File: src/rtl/mem_access.sv
// Memory stage: turns RV32I loads/stores into req/gnt/rvalid data-memory transactions
// and hands a single-cycle result record to writeback.
module mem_access #(
    parameter int unsigned RESP_TIMEOUT = 255
) (
    input  logic        clk,
    input  logic        rst_n,
    input  logic        valid_i,
    input  logic [31:0] instr_i,
    input  logic [31:0] alu_result_i,
    input  logic [31:0] rs2_data_i,
    output logic        stall_o,
    output logic        dmem_req_o,
    output logic        dmem_we_o,
    output logic [3:0]  dmem_be_o,
    output logic [31:0] dmem_addr_o,
    output logic [31:0] dmem_wdata_o,
    input  logic        dmem_gnt_i,
    input  logic        dmem_rvalid_i,
    input  logic [31:0] dmem_rdata_i,
    output logic        valid_o,
    output logic [31:0] instr_o,
    output logic [31:0] alu_result_o,
    output logic [31:0] data_o,
    output logic        misaligned_o,
    output logic        bus_err_o
);

    localparam logic [1:0] ST_IDLE = 2'd0;
    localparam logic [1:0] ST_REQ  = 2'd1;
    localparam logic [1:0] ST_WAIT = 2'd2;

    localparam logic [6:0] OP_LOAD  = 7'b0000011;
    localparam logic [6:0] OP_STORE = 7'b0100011;

    localparam logic [2:0] F3_B  = 3'b000;
    localparam logic [2:0] F3_H  = 3'b001;
    localparam logic [2:0] F3_W  = 3'b010;
    localparam logic [2:0] F3_BU = 3'b100;
    localparam logic [2:0] F3_HU = 3'b101;

    localparam logic [7:0] TIMEOUT_LAST = 8'(RESP_TIMEOUT - 1);

    logic [1:0]  state;
    logic [7:0]  wait_cnt;
    logic [31:0] held_instr;
    logic [31:0] held_alu;
    logic        held_load;

    logic [6:0]  opcode;
    logic [2:0]  funct3;
    logic [1:0]  offset;
    logic        is_load;
    logic        is_store;
    logic        is_mem;
    logic        misaligned;
    logic        accept;
    logic        start_bus;
    logic        pass_through;
    logic        resp_done;
    logic        resp_timeout;
    logic [3:0]  be_next;
    logic [31:0] wdata_next;

    assign opcode = instr_i[6:0];
    assign funct3 = instr_i[14:12];
    assign offset = alu_result_i[1:0];

    // Only the funct3 codes RV32I defines count as memory ops; anything else flows through untouched.
    always_comb begin
        is_load  = 1'b0;
        is_store = 1'b0;
        if (opcode == OP_LOAD) begin
            is_load = (funct3 == F3_B) || (funct3 == F3_H) || (funct3 == F3_W) ||
                      (funct3 == F3_BU) || (funct3 == F3_HU);
        end
        if (opcode == OP_STORE) begin
            is_store = (funct3 == F3_B) || (funct3 == F3_H) || (funct3 == F3_W);
        end
    end

    assign is_mem = is_load || is_store;

    always_comb begin
        misaligned = 1'b0;
        if (is_mem) begin
            if (funct3[1:0] == 2'b01) begin
                misaligned = offset[0];
            end else if (funct3[1:0] == 2'b10) begin
                misaligned = (offset != 2'b00);
            end
        end
    end

    assign stall_o      = (state != ST_IDLE);
    assign dmem_req_o   = (state == ST_REQ);
    assign accept       = valid_i && (state == ST_IDLE);
    assign start_bus    = accept && is_mem && !misaligned;
    assign pass_through = accept && !start_bus;
    assign resp_done    = (state == ST_WAIT) && dmem_rvalid_i;
    assign resp_timeout = (state == ST_WAIT) && !dmem_rvalid_i && (wait_cnt == TIMEOUT_LAST);

    // Store data is replicated across every lane so the byte enables alone pick the target bytes.
    always_comb begin
        be_next    = 4'b1111;
        wdata_next = 32'h0;
        if (is_store) begin
            case (funct3)
                F3_B: begin
                    be_next    = 4'b0001 << offset;
                    wdata_next = {4{rs2_data_i[7:0]}};
                end
                F3_H: begin
                    be_next    = 4'b0011 << offset;
                    wdata_next = {2{rs2_data_i[15:0]}};
                end
                default: begin
                    be_next    = 4'b1111;
                    wdata_next = rs2_data_i;
                end
            endcase
        end
    end

    always_ff @(posedge clk or negedge rst_n) begin
        if (!rst_n) begin
            state        <= ST_IDLE;
            wait_cnt     <= 8'h0;
            held_instr   <= 32'h0;
            held_alu     <= 32'h0;
            held_load    <= 1'b0;
            dmem_we_o    <= 1'b0;
            dmem_be_o    <= 4'b0000;
            dmem_addr_o  <= 32'h0;
            dmem_wdata_o <= 32'h0;
        end else begin
            case (state)
                ST_IDLE: begin
                    if (start_bus) begin
                        state        <= ST_REQ;
                        held_instr   <= instr_i;
                        held_alu     <= alu_result_i;
                        held_load    <= is_load;
                        dmem_we_o    <= is_store;
                        dmem_be_o    <= be_next;
                        dmem_addr_o  <= {alu_result_i[31:2], 2'b00};
                        dmem_wdata_o <= wdata_next;
                    end
                end
                ST_REQ: begin
                    // Bus fields are cleared once granted so they read as idle while waiting.
                    if (dmem_gnt_i) begin
                        state        <= ST_WAIT;
                        wait_cnt     <= 8'h0;
                        dmem_we_o    <= 1'b0;
                        dmem_be_o    <= 4'b0000;
                        dmem_addr_o  <= 32'h0;
                        dmem_wdata_o <= 32'h0;
                    end
                end
                ST_WAIT: begin
                    if (resp_done || resp_timeout) begin
                        state    <= ST_IDLE;
                        wait_cnt <= 8'h0;
                    end else begin
                        wait_cnt <= wait_cnt + 8'd1;
                    end
                end
                default: begin
                    state <= ST_IDLE;
                end
            endcase
        end
    end

    // Writeback record: a one-cycle pulse, all-zero whenever nothing completes.
    always_ff @(posedge clk or negedge rst_n) begin
        if (!rst_n) begin
            valid_o      <= 1'b0;
            instr_o      <= 32'h0;
            alu_result_o <= 32'h0;
            data_o       <= 32'h0;
            misaligned_o <= 1'b0;
            bus_err_o    <= 1'b0;
        end else begin
            valid_o      <= 1'b0;
            instr_o      <= 32'h0;
            alu_result_o <= 32'h0;
            data_o       <= 32'h0;
            misaligned_o <= 1'b0;
            bus_err_o    <= 1'b0;
            if (pass_through) begin
                valid_o      <= 1'b1;
                instr_o      <= instr_i;
                alu_result_o <= alu_result_i;
                misaligned_o <= misaligned;
            end else if (resp_done) begin
                valid_o      <= 1'b1;
                instr_o      <= held_instr;
                alu_result_o <= held_alu;
                data_o       <= held_load ? dmem_rdata_i : 32'h0;
            end else if (resp_timeout) begin
                valid_o      <= 1'b1;
                instr_o      <= held_instr;
                alu_result_o <= held_alu;
                bus_err_o    <= 1'b1;
            end
        end
    end

endmodule
File: config.mk
export PLATFORM = sky130hd
export DESIGN_NAME = mem_access
export DESIGN_NICKNAME = d
export VERILOG_FILES = /design/src/rtl/mem_access.sv
export SDC_FILE = /design/constraint.sdc
export NUM_CORES = 1
export LEC_CHECK = 0
export BUFFER_PORTS_ARGS = -buffer_cell sky130_fd_sc_hd__buf_2
export CAP_MARGIN = 20
export CORE_AREA = 4 4 147 149
export DETAILED_ROUTE_END_ITERATION = 10
export DIE_AREA = 0 0 151 153
export PLACE_DENSITY = 0.87
export SLEW_MARGIN = 40
export SYNTH_ARGS = -nofsm -noshare
export SYNTH_HDL_FRONTEND = slang
export SYNTH_SLANG_ARGS = --single-unit
File: constraint.sdc
create_clock -name clk -period 2 [get_ports clk]
set_input_delay 0.4 -clock clk [delete_from_list [all_inputs] [get_ports clk]]
set_output_delay 0.4 -clock clk [all_outputs]
set_load 0.01 [all_outputs]
After elaboration in Yosys (flattened, before gate mapping). Index checks and enable logic that the tools add are counted.

Add/subtract/negate cells: 1. Multipliers: 0. Div/mod/pow operators: 0. $lt $le $gt $ge: 0. Equal/unequal tests: 14. Shifts and indexed selects: 2. Mux-type cells: 42. Bitwise gates (word level): 0. Reductions and logical operators: 26.

Operators with widths (number): 32-bit two-way mux (13); 32-bit one-hot mux with 2 select lines (3); 8-bit two-way mux (2); 4-bit one-hot mux with 2 select lines (2); 8-bit one-hot mux with 2 select lines (1); 1-bit two-way mux (13); 4-bit two-way mux (3); 8-bit by 1-bit adder with 8-bit output, second input constant (1); 8-bit == test, second input constant (1); 2-bit nonzero test (4); 7-bit by 2-bit == test with 1-bit output, second input constant (1); 7-bit by 6-bit == test with 1-bit output, second input constant (1); 1-bit logical AND (7); 3-bit == test, second input constant (2); 1-bit logical OR (6); 2-bit two-way mux (3); 2-bit one-hot mux with 3 select lines (1); 3-bit AND reduction (2); 2-bit by 1-bit == test with 1-bit output, second input constant (2); 2-bit == test, second input constant (2); 2-bit by 1-bit != test with 1-bit output, second input constant (2); 2-bit AND reduction (2); 1-bit by 2-bit << shifter with 4-bit output, first input constant (1); 2-bit by 2-bit << shifter with 4-bit output, first input constant (1); other kinds (7) (9).

Register bits: 243. Latch bits: 0. RAM bits: 0. ROM bits: 0. Output and inout bits: 170. Memories: 0.

Depth between registers and ports, before layout.
Depth in word-level cells: 13. Depth in mapped cells: 8.

Least setup slack after synthesis. No wires, ideal clock.

Path type: input to register. From: in instr_i[4]. To: reg held_instr[21]. Arrival: 2.083 ns. Data required time: 1.875 ns. Slack: -0.208 ns. Stages on the path: 6. Path buffers: 2. Cell sequence: or4_1 > a211o_1 > nor3_1 > buf_4 > buf_6 > mux2_2.

Cells in the longest elaborated chain, start to end: 7.

RTL lines: start: declaration (line 9) `input logic [31:0] instr_i,`; 7-bit by 2-bit == test with 1-bit output / 7-bit by 6-bit == test with 1-bit output (equally long branches) (line 73, 77); 1-bit two-way mux, on equally long branches (line 73, 77); 1-bit logical OR * (line 82) `assign is_mem = is_load || is_store;`; 1-bit two-way mux (line 86) `if (is_mem) begin`; 1-bit zero test (line 98) `assign start_bus = accept && is_mem && !misaligned;`; 1-bit logical AND * (line 98); 2-bit AND reduction (no line) *; end signal: assignment (line 141) `held_instr <= instr_i;`; end: declaration (line 46) `logic [31:0] held_instr;`.

Mark *: on every way between the ends. The rest lies on a longest branch, timed or not. A chain may end at the register's enable or synchronous reset.

Worst setup path after layout.
From: in instr_i[4]. To: reg held_instr[25].

The elaborated chain is that of the path after synthesis.

==> results.json <==
{
  "path_cells": "buf_2, or4_4, a211o_1, nor3_2, buf_6, buf_12, mux2_2",
  "fin_crit_sh_pct": 96.69,
  "p_comb_share_pct": 8.4,
  "h-tree-depth": 1,
  "layoutNonFillerInstCount": 1259,
  "synth-seq-cells": 241,
  "critPathArrivalTime_ns": 2.32,
  "internal_power_w": 0.008662,
  "antenna_found_initial": 2,
  "seqPwrFrac_pct": 46.9,
  "grt_pass1_wl_um": 37560,
  "seq_area_frac_synth_pct": 65.44,
  "via_count": 6635,
  "gp_congestion": 0.8534,
  "clkTransAtPathRegs_ns": 0.06,
  "p_per_area_nw_per_um2": 910.6,
  "crit_fanout": 25,
  "grt-ovfl-total": 0,
  "io_pins": 303,
  "drt_iter0_drc": 279,
  "rows": 52,
  "fill_cells": 1533,
  "clk_path_buf_depth": 3,
  "synth_most_common_cell": "dfrtp_1",
  "dr.pass1.iters": 5,
  "wl_per_cell_um": 18.94,
  "clk_latency_ns": 0.51,
  "die_h_um": 153,
  "fin_nets": 1105,
  "net-switching-power_w": 0.002503,
  "core_area_um2": 20170,
  "setup_viol": 0,
  "drtAntennaViolNets": 0,
  "netlist_area_um2": 9216,
  "dp_hpwl_um": 16920,
  "cts.sinks": 241,
  "via_per_inst": 5.270,
  "cts_buffers": 25,
  "dp_cells": 1212,
  "drive_gt1_share_pct": 42.47,
  "n_antenna_cell": 0,
  "synth_area_per_cell_um2": 14.36,
  "p_leak_nw": 6.768,
  "cp.buffers_inverters": 3,
  "hp-class": "in -> reg",
  "end_kind": "flip-flop",
  "die_x_um": 151,
  "path_delay_family": "simple AND/OR/NAND/NOR gates",
  "yosysWarnings": 0,
  "ctsRootBufferMaster": "clkbuf_16",
  "peakVddDrop_mv": 0.4446,
  "synth.area.top_cells": "dfrtp_1 65%, a22o_1 11%, mux2_1 5.7%",
  "cts_setup_buffers": 0,
  "syn_to_final_growth_pct": 33.03,
  "drcViolationCount": 0,
  "postSynth.asyncResetShare_pct": 100.0,
  "start_kind": "primary input",
  "max_stage_delay_ns": 0.57,
  "grt_max_degree": 66,
  "maxSlewHeadroom_pct": 41.47,
  "cp_slowest_cell": "or4_4",
  "swShare_pct": 22.41,
  "slew_violations": 0,
  "synth_top_cell_by_area": "dfrtp_1",
  "grt_setup_unrepaired": "no",
  "fmax_mhz": 517.1,
  "synthTopCellsByCount": "241 x dfrtp_1, 116 x a22o_1, 47 x mux2_1, 32 x and2_1, 23 x mux2i_1",
  "hold_violations": 0,
  "die-area_um2": 23100,
  "critical_path_required_ns": 2.38,
  "grt_pass1_vias": 7163,
  "wirelength_um": 23850,
  "worstSetupPathType": "in -> reg",
  "fin_skew_ns": 0.008629,
  "tightest_slew_ns": 0.8747,
  "p_clk_share_pct": 44.8,
  "cts_tree": "built",
  "status": "completed",
  "start_util_pct": 45.69,
  "layout_min_cycle_time_ns": 1.934,
  "grt_usage_pct": 20.21,
  "synth_top_area_share_pct": 65.44,
  "io_buffers": 300,
  "synth_cells": 642,
  "fin_tns_setup_ns": 0,
  "synth_edf_count": 0,
  "synth_top_flop_cell": "dfrtp_1",
  "synth.distinct_cells": 44,
  "drv_cap": 0
}
[placed cells by master (no fill, tap or decap), drive strengths merged, types with 8 or more instances in the layout]
cell type  instances
o2bb2ai            8
mux2i             23
dfrtp            241
a22o             116
a21oi              8
nand2             14
and2              32
buf              345
clkbuf            36
nand2b            22
a2111oi            8
mux2              57
[through the flow]
stage | power [W] | hold slack (ns) | setup WS [ns] | instance area [µm²] | utilization (%)
4_1_cts | 0.01129 | 0.07946 | 0.02954 | 12220 | 60.59
3_3_place_gp | 0.006217 | 0.3245 | -0.4145 | 11300 | 56.02
5_1_grt | 0.01160 | 0.08512 | 0.001797 | 12260 | 60.79
2_1_floorplan | 0.005683 | 0.1044 | -0.1140 | 9281 | -
3_5_place_dp | 0.006256 | 0.3317 | -0.4682 | 11300 | 56.02
6_report | 0.01117 | 0.1027 | 0.06623 | 12260 | 60.79
[layer usage]
layer	GRT usage (%)	up-vias	routed length, µm
li1	-	2997	-
met2	34.81	273	11990
met1	25.14	3319	9396
met4	6.434	4	592
met3	4.649	42	1846
met5	0	-	27
[state kept, by name, indices dropped and copies added, names as in the netlist, 8 cells and up]
name and flops:
instr_o 32, wait_cnt 8, dmem_wdata_o 32, dmem_addr_o 30, held_instr 32, alu_result_o 32
data_o 32, held_alu 32
[kinds of logic after synthesis]
| logic type | count (synthesis) | synth area share [%] |
|---|---|---|
| buffers and inverters | 51 | 3.204 |
| AO/OA/AOI/OAI | 163 | 14.87 |
| AND/OR/NAND/NOR | 104 | 6.720 |
| flip-flops | 241 | 65.44 |
| other | 1 | 0.04069 |
| adder cells (fa/ha/maj) | 2 | 0.2715 |
| multiplexers | 80 | 9.462 |
[timing repair]
item	CTS	global route
gates resized for setup	1	12
hold buffers	1	0
endpoints found under the setup margin	2	22
hold endpoints to repair	39	0
pin swaps	0	1
[area by class of cell]
| cell class | count | area, µm² | share of cell area (%) |
|---|---|---|---|
| repair buffers | 346 | 1992 | 16.25 |
| inverters | 5 | 18.77 | 0.1531 |
| clock inverters | 10 | 162.7 | 1.327 |
| clock buffers | 36 | 747.0 | 6.092 |
| flip-flops and latches | 241 | 6031 | 49.19 |
| multi-input cells | 351 | 2972 | 24.24 |
| well taps | 270 | 337.8 | 2.755 |
[path summary, 6_finish.rpt]
path / end / startpoint / depth (start not counted) / slack, ns
max in group asynchronous: dmem_be_o[1] / rst_n / 3 / 0.86
min in group asynchronous: dmem_addr_o[6] / rst_n / 2 / 0.38
hold / removal: data_o[28] / dmem_rdata_i[28] / 2 / 0.10
setup / recovery: held_instr[25] / instr_i[4] / 7 / 0.07
hold reg to reg: held_instr[0] / held_instr[0] / 1 / 0.47
setup reg to reg: held_instr[25] / state[1] / 6 / 0.09
[worst reg2reg max path, stage by stage, from the launching register on]
cell and delay, ns:
dfrtp_1 0.39, nor3b_2 0.29, nand2b_1 0.14, nor3_2 0.22, buf_6 0.18, buf_12 0.19
mux2_2 0.37
[power by group through the flow]
stage,logic (W),clock network [W],registers [W]
5_1_grt,0.00103,0.00531,0.00526
3_5_place_dp,0.000939,0,0.00532
4_1_cts,0.000946,0.00511,0.00523
6_report,0.000935,0.00500,0.00523
3_3_place_gp,0.000908,0,0.00531
2_1_floorplan,0.000314,0,0.00537
(Power assumes the default switching activity.)
